[config.mk]
export PLATFORM = sky130hd
export DESIGN_NAME = lcd_value_writer
export DESIGN_NICKNAME = d
export VERILOG_FILES = /design/src/rtl/lcd_value_writer_pkg.sv /design/src/rtl/lcd_value_writer_nibble_tx.sv /design/src/rtl/lcd_value_writer.sv
export SDC_FILE = /design/constraint.sdc
export NUM_CORES = 1
export LEC_CHECK = 0
export CORE_MARGIN = 2
export CORE_UTILIZATION = 45
export DETAILED_ROUTE_END_ITERATION = 6
export DONT_BUFFER_PORTS = 1
export PLACE_DENSITY_LB_ADDON = 0.08
export RECOVER_POWER = 50
export SLEW_MARGIN = 20
export SYNTH_ARGS = -nofsm -noshare
export SYNTH_HDL_FRONTEND = slang
export SYNTH_SLANG_ARGS = --single-unit
[constraint.sdc]
create_clock -name clk -period 4.7 [get_ports clk]
set_input_delay 0.94 -clock clk [delete_from_list [all_inputs] [get_ports clk]]
set_output_delay 0.94 -clock clk [all_outputs]
set_load 0.01 [all_outputs]
[src/rtl/lcd_value_writer_pkg.sv]
// Shared definitions for the LCD value writer: HD44780 command bytes,
// sequencer and nibble-transmitter state encodings, and the BCD helper.
package lcd_value_writer_pkg;

    localparam int CNT_W = 20;

    // HD44780 command and character constants
    localparam logic [7:0] FUNC_SET = 8'h28;
    localparam logic [7:0] ENTRY    = 8'h06;
    localparam logic [7:0] DISP_ON  = 8'h0C;
    localparam logic [7:0] CLEAR    = 8'h01;
    localparam logic [7:0] DDRAM_L1 = 8'h80;
    localparam logic [7:0] ASCII_0  = 8'h30;

    // Sequencer states
    localparam logic [2:0] ST_PWRON = 3'd0;
    localparam logic [2:0] ST_INIT  = 3'd1;
    localparam logic [2:0] ST_CFG   = 3'd2;
    localparam logic [2:0] ST_CLRW  = 3'd3;
    localparam logic [2:0] ST_IDLE  = 3'd4;
    localparam logic [2:0] ST_WRITE = 3'd5;

    // Nibble transmitter states
    localparam logic [2:0] TX_IDLE  = 3'd0;
    localparam logic [2:0] TX_SETUP = 3'd1;
    localparam logic [2:0] TX_HIGH  = 3'd2;
    localparam logic [2:0] TX_HOLD  = 3'd3;
    localparam logic [2:0] TX_WAIT  = 3'd4;

    // Double-dabble: 8-bit binary to {hundreds, tens, ones} BCD
    function automatic logic [11:0] to_bcd(input logic [7:0] bin);
        logic [19:0] s;
        s = {12'd0, bin};
        for (int i = 0; i < 8; i++) begin
            if (s[11:8] >= 4'd5) s[11:8] = s[11:8] + 4'd3;
            if (s[15:12] >= 4'd5) s[15:12] = s[15:12] + 4'd3;
            if (s[19:16] >= 4'd5) s[19:16] = s[19:16] + 4'd3;
            s = s << 1;
        end
        return s[19:8];
    endfunction

endpackage

[src/rtl/lcd_value_writer_nibble_tx.sv]
// Sends one 4-bit nibble to the LCD: data/rs setup, enable pulse, one
// cycle of hold, then a caller-chosen wait before signalling done.
module lcd_value_writer_nibble_tx
    import lcd_value_writer_pkg::*;
#(
    parameter int SETUP_CYC = 2,
    parameter int E_CYC     = 12
) (
    input  logic             clk,
    input  logic             rst,
    input  logic             start,
    input  logic [3:0]       nib,
    input  logic             reg_sel,
    input  logic [CNT_W-1:0] wait_cyc,
    output logic [3:0]       lcd_d,
    output logic             lcd_e,
    output logic             lcd_rs,
    output logic             done
);

    localparam logic [CNT_W-1:0] SETUP_V = CNT_W'(SETUP_CYC);
    localparam logic [CNT_W-1:0] E_V     = CNT_W'(E_CYC);

    logic [2:0]       st_r;
    logic [CNT_W-1:0] cnt_r;
    logic [CNT_W-1:0] wait_r;

    // Nibble timing: data and rs only change in TX_IDLE, so lcd_e never overlaps a change
    always_ff @(posedge clk) begin
        if (rst) begin
            st_r   <= TX_IDLE;
            cnt_r  <= '0;
            wait_r <= '0;
            lcd_d  <= 4'h0;
            lcd_e  <= 1'b0;
            lcd_rs <= 1'b0;
            done   <= 1'b0;
        end else begin
            done <= 1'b0;
            case (st_r)
                TX_IDLE: begin
                    if (start) begin
                        lcd_d  <= nib;
                        lcd_rs <= reg_sel;
                        wait_r <= wait_cyc;
                        cnt_r  <= SETUP_V - 20'd1;
                        st_r   <= TX_SETUP;
                    end
                end
                TX_SETUP: begin
                    if (cnt_r == 20'd0) begin
                        lcd_e <= 1'b1;
                        cnt_r <= E_V - 20'd1;
                        st_r  <= TX_HIGH;
                    end else begin
                        cnt_r <= cnt_r - 20'd1;
                    end
                end
                TX_HIGH: begin
                    if (cnt_r == 20'd0) begin
                        lcd_e <= 1'b0;
                        st_r  <= TX_HOLD;
                    end else begin
                        cnt_r <= cnt_r - 20'd1;
                    end
                end
                TX_HOLD: begin
                    cnt_r <= wait_r - 20'd1;
                    st_r  <= TX_WAIT;
                end
                TX_WAIT: begin
                    if (cnt_r == 20'd0) begin
                        done <= 1'b1;
                        st_r <= TX_IDLE;
                    end else begin
                        cnt_r <= cnt_r - 20'd1;
                    end
                end
                default: begin
                    lcd_e <= 1'b0;
                    st_r  <= TX_IDLE;
                end
            endcase
        end
    end

endmodule

[src/rtl/lcd_value_writer.sv]
// Displays an 8-bit count as three decimal digits at line 1, column 0 of an
// HD44780 character LCD in 4-bit mode. Runs power-on init once, then
// rewrites the digits whenever the input differs from what is shown.
module lcd_value_writer
    import lcd_value_writer_pkg::*;
#(
    parameter int PWRON_CYC = 750000,
    parameter int W4100_CYC = 205000,
    parameter int W100_CYC  = 5000,
    parameter int W40_CYC   = 2000,
    parameter int W1640_CYC = 82000,
    parameter int SETUP_CYC = 2,
    parameter int E_CYC     = 12,
    parameter int GAP_CYC   = 50
) (
    input  logic       clk,
    input  logic       rs,
    input  logic [7:0] value,
    output logic [3:0] lcd_d,
    output logic       lcd_e,
    output logic       lcd_rs,
    output logic       lcd_rw,
    output logic       busy
);

    localparam logic [CNT_W-1:0] PWRON_V = CNT_W'(PWRON_CYC);
    localparam logic [CNT_W-1:0] W4100_V = CNT_W'(W4100_CYC);
    localparam logic [CNT_W-1:0] W100_V  = CNT_W'(W100_CYC);
    localparam logic [CNT_W-1:0] W40_V   = CNT_W'(W40_CYC);
    localparam logic [CNT_W-1:0] W1640_V = CNT_W'(W1640_CYC);
    localparam logic [CNT_W-1:0] GAP_V   = CNT_W'(GAP_CYC);

    logic [2:0]       state_r;
    logic [1:0]       idx_r;
    logic             lo_r, pend_r, armed_r, dirty_r, busy_r;
    logic [CNT_W-1:0] wait_cnt_r;
    logic [7:0]       shown_r;
    logic [11:0]      digits_r;
    logic             start_r, tx_rs_r, tx_done;
    logic [3:0]       tx_nib_r;
    logic [CNT_W-1:0] tx_wait_r;

    logic             item_byte, item_rs;
    logic [7:0]       item_val;
    logic [CNT_W-1:0] item_wait;
    logic [3:0]       nib_sel;
    logic [CNT_W-1:0] wait_sel;

    assign lcd_rw = 1'b0;
    assign busy   = busy_r;

    // Current item of the active sequence, and which nibble/wait to send next
    always_comb begin
        item_byte = 1'b1;
        item_rs   = 1'b0;
        item_val  = 8'h00;
        item_wait = W40_V;
        case (state_r)
            ST_INIT: begin
                item_byte = 1'b0;
                if (idx_r == 2'd3) begin
                    item_val = 8'h02;
                end else begin
                    item_val = 8'h03;
                end
                if (idx_r == 2'd0) begin
                    item_wait = W4100_V;
                end else if (idx_r == 2'd3) begin
                    item_wait = W40_V;
                end else begin
                    item_wait = W100_V;
                end
            end
            ST_CFG: begin
                case (idx_r)
                    2'd0:    item_val = FUNC_SET;
                    2'd1:    item_val = ENTRY;
                    2'd2:    item_val = DISP_ON;
                    default: item_val = CLEAR;
                endcase
            end
            ST_WRITE: begin
                case (idx_r)
                    2'd0: item_val = DDRAM_L1;
                    2'd1: begin
                        item_rs  = 1'b1;
                        item_val = ASCII_0 + {4'h0, digits_r[11:8]};
                    end
                    2'd2: begin
                        item_rs  = 1'b1;
                        item_val = ASCII_0 + {4'h0, digits_r[7:4]};
                    end
                    default: begin
                        item_rs  = 1'b1;
                        item_val = ASCII_0 + {4'h0, digits_r[3:0]};
                    end
                endcase
            end
            default: begin
                item_byte = 1'b0;
            end
        endcase
        if (item_byte && !lo_r) begin
            nib_sel  = item_val[7:4];
            wait_sel = GAP_V;
        end else begin
            nib_sel  = item_val[3:0];
            wait_sel = item_wait;
        end
    end

    // Sequencer: power-on wait, init nibbles, config bytes, then idle/write loop
    always_ff @(posedge clk) begin
        if (rs) begin
            state_r    <= ST_PWRON;
            idx_r      <= 2'd0;
            lo_r       <= 1'b0;
            pend_r     <= 1'b0;
            armed_r    <= 1'b0;
            dirty_r    <= 1'b1;
            busy_r     <= 1'b1;
            wait_cnt_r <= '0;
            shown_r    <= 8'h00;
            digits_r   <= 12'h000;
            start_r    <= 1'b0;
            tx_nib_r   <= 4'h0;
            tx_rs_r    <= 1'b0;
            tx_wait_r  <= '0;
        end else begin
            start_r <= 1'b0;
            case (state_r)
                ST_PWRON, ST_CLRW: begin
                    if (!armed_r) begin
                        wait_cnt_r <= (state_r == ST_PWRON) ? PWRON_V - 20'd1 : W1640_V - 20'd1;
                        armed_r    <= 1'b1;
                    end else if (wait_cnt_r == 20'd0) begin
                        armed_r <= 1'b0;
                        idx_r   <= 2'd0;
                        if (state_r == ST_PWRON) begin
                            state_r <= ST_INIT;
                        end else begin
                            state_r <= ST_IDLE;
                            busy_r  <= 1'b0;
                        end
                    end else begin
                        wait_cnt_r <= wait_cnt_r - 20'd1;
                    end
                end
                ST_INIT, ST_CFG, ST_WRITE: begin
                    if (!pend_r) begin
                        start_r   <= 1'b1;
                        tx_nib_r  <= nib_sel;
                        tx_rs_r   <= item_rs;
                        tx_wait_r <= wait_sel;
                        pend_r    <= 1'b1;
                    end else if (tx_done) begin
                        pend_r <= 1'b0;
                        if (item_byte && !lo_r) begin
                            lo_r <= 1'b1;
                        end else begin
                            lo_r <= 1'b0;
                            if (idx_r == 2'd3) begin
                                idx_r <= 2'd0;
                                case (state_r)
                                    ST_INIT: state_r <= ST_CFG;
                                    ST_CFG: begin
                                        state_r <= ST_CLRW;
                                        armed_r <= 1'b0;
                                    end
                                    default: begin
                                        state_r <= ST_IDLE;
                                        busy_r  <= 1'b0;
                                    end
                                endcase
                            end else begin
                                idx_r <= idx_r + 2'd1;
                            end
                        end
                    end
                end
                ST_IDLE: begin
                    // Snapshot once so all three digits come from the same value
                    if (dirty_r || (value != shown_r)) begin
                        shown_r  <= value;
                        digits_r <= to_bcd(value);
                        dirty_r  <= 1'b0;
                        idx_r    <= 2'd0;
                        state_r  <= ST_WRITE;
                        busy_r   <= 1'b1;
                    end
                end
                default: begin
                    state_r <= ST_PWRON;
                    armed_r <= 1'b0;
                    busy_r  <= 1'b1;
                end
            endcase
        end
    end

    lcd_value_writer_nibble_tx #(
        .SETUP_CYC(SETUP_CYC),
        .E_CYC    (E_CYC)
    ) u_tx (
        .clk     (clk),
        .rst     (rs),
        .start   (start_r),
        .nib     (tx_nib_r),
        .reg_sel (tx_rs_r),
        .wait_cyc(tx_wait_r),
        .lcd_d   (lcd_d),
        .lcd_e   (lcd_e),
        .lcd_rs  (lcd_rs),
        .done    (tx_done)
    );

endmodule

==> run_results.csv <==
group,metric,value,unit
timing,tightest_slew,1.28,ns
setup_path,crit_path_max_fanout,11,
layout,nets,791,
setup_path,crit_required,4.96,ns
timing,fmax,227,MHz
yosys,synth.distinct_cells,92,
yosys,synth.largest_area_cell,"dfxtp_1",
routing,drt-total-wl,14600,um
yosys,synthesis.area,6190,um^2
power_and_ir_drop,seq_power_share,33.2,%
grt,grt_use_total,20.4,%
clock_tree,clk_latency,0.35,ns
min_path,hold_end,"u_tx.wait_r[7]$_SDFFE_PP0P_",
place,placed_area,6340,um^2
power_and_ir_drop,peakVddDrop,0.267,mV
routing,drt_iter0_drc,369,
layout,syn_to_final_growth,7.45,%
power_and_ir_drop,switchingPower,1.44,mW
setup_path,path_class,"in2reg",
yosys,synth_cells,799,
clock_tree,cts.sinks,101,
routing,drc,0,
power_and_ir_drop,clkPwrFrac,22.1,%
die,die_height,121,um
power_and_ir_drop,p_leak,2.38,nW
setup_path,crit_chain,"inv_4, ha_4, o21ai_2, xnor2_2, inv_2, ha_2, nand2b_4, a32oi_4, xnor2_2, inv_2, ha_2, nand2b_1, o2111ai_1, o21ai_1, nand2b_1, ha_2, a31o_2, nand2b_1, o31ai_4, nand2_1, inv_1, a211o_1, a211oi_1",
yosys,ys_seq_area_share,32.6,%
routing,wl_per_cell,15.4,um
yosys,synth.avg_cell_area,7.75,um^2
timing,timing.final.crit_share,93.8,%
setup_path,end_kind,"register",
die,dieArea,14700,um^2
layout,drive_above_1_share,9.23,%
yosys,synthArstFlopShare,0,%
routing,dr.pass1.iters,5,
clock_tree,post_cts_resized,0,
layout,seq_area,2020,um^2
yosys,synth_ff_type,"dfxtp_1",
layout,antennaDiodeCount,0,
setup_path,reg2reg_slack,1.25,ns
timing,finalSetupViolations,0,
yosys,synth_edf_count,0,
routing,num_vias,5600,
clock_tree,tritoncts,"built",
timing,relSlewSlack,14.9,%
die,chipWidth,121,um
clock_tree,holdBufCountCts,0,
yosys,synthTopCellsByArea,"dfxtp_1 33%, nor2_1 6.2%, a21oi_1 5.2%",
clock_tree,cts_setup_buffers,0,
power_and_ir_drop,comb_power_share,44.7,%
die,initial_utilization,46.4,%
power_and_ir_drop,p_int,2.04,mW
timing,setup_ws,0.293,ns
setup_path,crit_buf_inv,4,
run_status,status,"finished, final reports clean",
grt,grt_pass1_vias,5331,
run,drv_cap,0,
grt,grt_max_degree,103,
place,hpwl,10400,um
setup_path,r2r-end,"busy$_SDFFE_PP1P_",
timing,final-hold-violation-count,0,
min_path,worstHoldPathType,"reg2reg",
setup_path,cp_top_family,"compound AO/OA/AOI/OAI gates",
clock_tree,htreeDepth,3,
place,dp_slack,-0.0760,ns
yosys,synth_fp_nets,826,
setup_path,max_stage_delay,0.28,ns
clock_tree,clk_path_buf_depth,2,
timing,fin_crit,4.41,ns
power_and_ir_drop,p_per_area,522,nW/um^2
timing,setup_tns,0,ns
timing,rsz0062_at_grt,"false",
grt,grt_overflow_total,0,
grt,antenna_found_initial,0,
setup_path,r2r-start,"wait_cnt_r[0]$_SDFFE_PP0P_",
clock_tree,cts_root_buffer,"clkbuf_16",
layout,multi_input_area,3950,um^2
setup_path,cp.arrival,4.67,ns
grt,grt_pass1_wl,24700,um
power_and_ir_drop,p_sw_share,41.3,%
timing,finClkSkew,0.00893,ns
yosys,yosysMostFrequentCell,"nor2_1",
min_path,hold_start,"tx_wait_r[7]$_SDFFE_PP0P_",
place,gp_congestion,0.853,
layout,fill_cells,1311,
routing,avgViaCountPerCell,5.93,
place,portBuffers,0,
clock_tree,clk_pin_slew,0.07,ns
routing,final_antenna_net_count,0,
yosys,yosysWarnings,0,
die,rows,42,
layout,stdcell_area,6660,um^2
yosys,synth_top_area_share,32.6,%
die,ios,18,
yosys,synth_common_cells,"103 x nor2_1, 101 x dfxtp_1, 65 x nand2_1",
yosys,synth-seq-cells,101,
min_path,hold_depth,2,
setup_path,cp-start-kind,"primary input",
die,core-area,13300,um^2
timing,slew_viol_final,0,
setup_path,slowest_stage,"a211o_1",
setup_path,reg2reg_depth,9,
clock_tree,cts_buffers,9,
flip-flops by register name (all words and copies together) (netlist names), 2 cells and up:
register	flops
digits_r	9
idx_r	2
shown_r	8
state_r	3
tx_nib_r	4
tx_wait_r	9
u_tx.cnt_r	20
u_tx.lcd_d	4
u_tx.st_r	3
u_tx.wait_r	9
wait_cnt_r	20
kinds of logic (layout without fill, tap and decap cells):
logic type | count (synthesis) | after routing | share of synthesized area (%)
compound gates | 234 | 234 | 25.8
xor+xnor | 29 | 29 | 4.22
fa+ha+maj | 17 | 17 | 3.43
buf+inv | 80 | 50 | 5.03
flops | 101 | 101 | 32.6
mux | 19 | 19 | 3.47
other cells | 1 | 1 | 0.0605
simple gates | 318 | 318 | 25.4
cells in the final DEF, fill, tap and decap left out, types with 16 or more instances in the layout:
master / n
inv_1: 22
a21oi_1: 64
nor2_1: 103
a22oi_1: 20
nand2_1: 65
xnor2_1: 20
o21ai_0: 43
nand3_1: 16
dfxtp_1: 101
nor3_1: 33
per-stage QoR:
| step | cells | util, % | hold WS (ns) | total power, mW |
|---|---|---|---|---|
| final | 945 | 49.9 | 0.446 | 3.47 |
| after global routing | 945 | 49.9 | 0.473 | 3.76 |
| after CTS | 945 | 49.9 | 0.449 | 3.51 |
| after detailed placement | 929 | 47.5 | 0.442 | 2.73 |
| after global placement | 929 | 47.5 | 0.434 | 2.69 |
| after floorplan | 799 | - | 0.432 | 2.41 |
cell type report:
class,count,share of cell area (%)
tap,176,3.31
inverter,26,1.50
clock buffer,11,3.80
clock inverter,5,0.846
multi-input combinational,618,59.3
timing repair buffer,8,0.846
sequential,101,30.4
layer usage:
metal | vias up | track usage [%] | part of all wire (%)
li1 | 2829 | - | -
met1 | 2635 | 24.1 | 44
met2 | 104 | 35.9 | 50
met3 | 32 | 4.14 | 3.4
met4 | 0 | 8.33 | 2.7
met5 | - | 0 | 0
power by group through the flow:
| stage | Combinational [mW] | Sequential, mW | Clock, mW |
|---|---|---|---|
| after global placement | 1.52 | 1.17 | 0 |
| final | 1.55 | 1.15 | 0.768 |
| after global routing | 1.75 | 1.18 | 0.827 |
| after detailed placement | 1.56 | 1.17 | 0 |
| after CTS | 1.57 | 1.15 | 0.789 |
| after floorplan | 1.31 | 1.10 | 0 |
worst max-delay path by stage:
| stage | from | endpoint | slack, ns | cells past startpoint |
|---|---|---|---|---|
| 2_1_floorplan | value[6] | digits_r[7]$_SDFFE_PP0P_ | -0.04 | 21 |
| 3_3_place_gp | value[6] | digits_r[5]$_SDFFE_PP0P_ | 0.07 | 22 |
| 3_5_place_dp | value[6] | digits_r[7]$_SDFFE_PP0P_ | -0.08 | 21 |
| 4_1_cts | value[6] | digits_r[5]$_SDFFE_PP0P_ | 0.27 | 22 |
| 5_1_grt | value[6] | digits_r[8]$_SDFFE_PP0P_ | 0.006 | 23 |
| 6_report | value[6] | digits_r[8]$_SDFFE_PP0P_ | 0.29 | 23 |
worst reg2reg max path, cell delays in order (launching register included):
cell and delay [ns]:
dfxtp_1 0.34, inv_1 0.07, ha_1 0.15, nor3b_1 0.45, nand3_1 0.27, o31ai_1 1.05
o311a_1 0.38, a21boi_2 0.30, a31oi_1 0.12, or2_1 0.22
No activity file was read; power rests on OpenSTA's default activity.
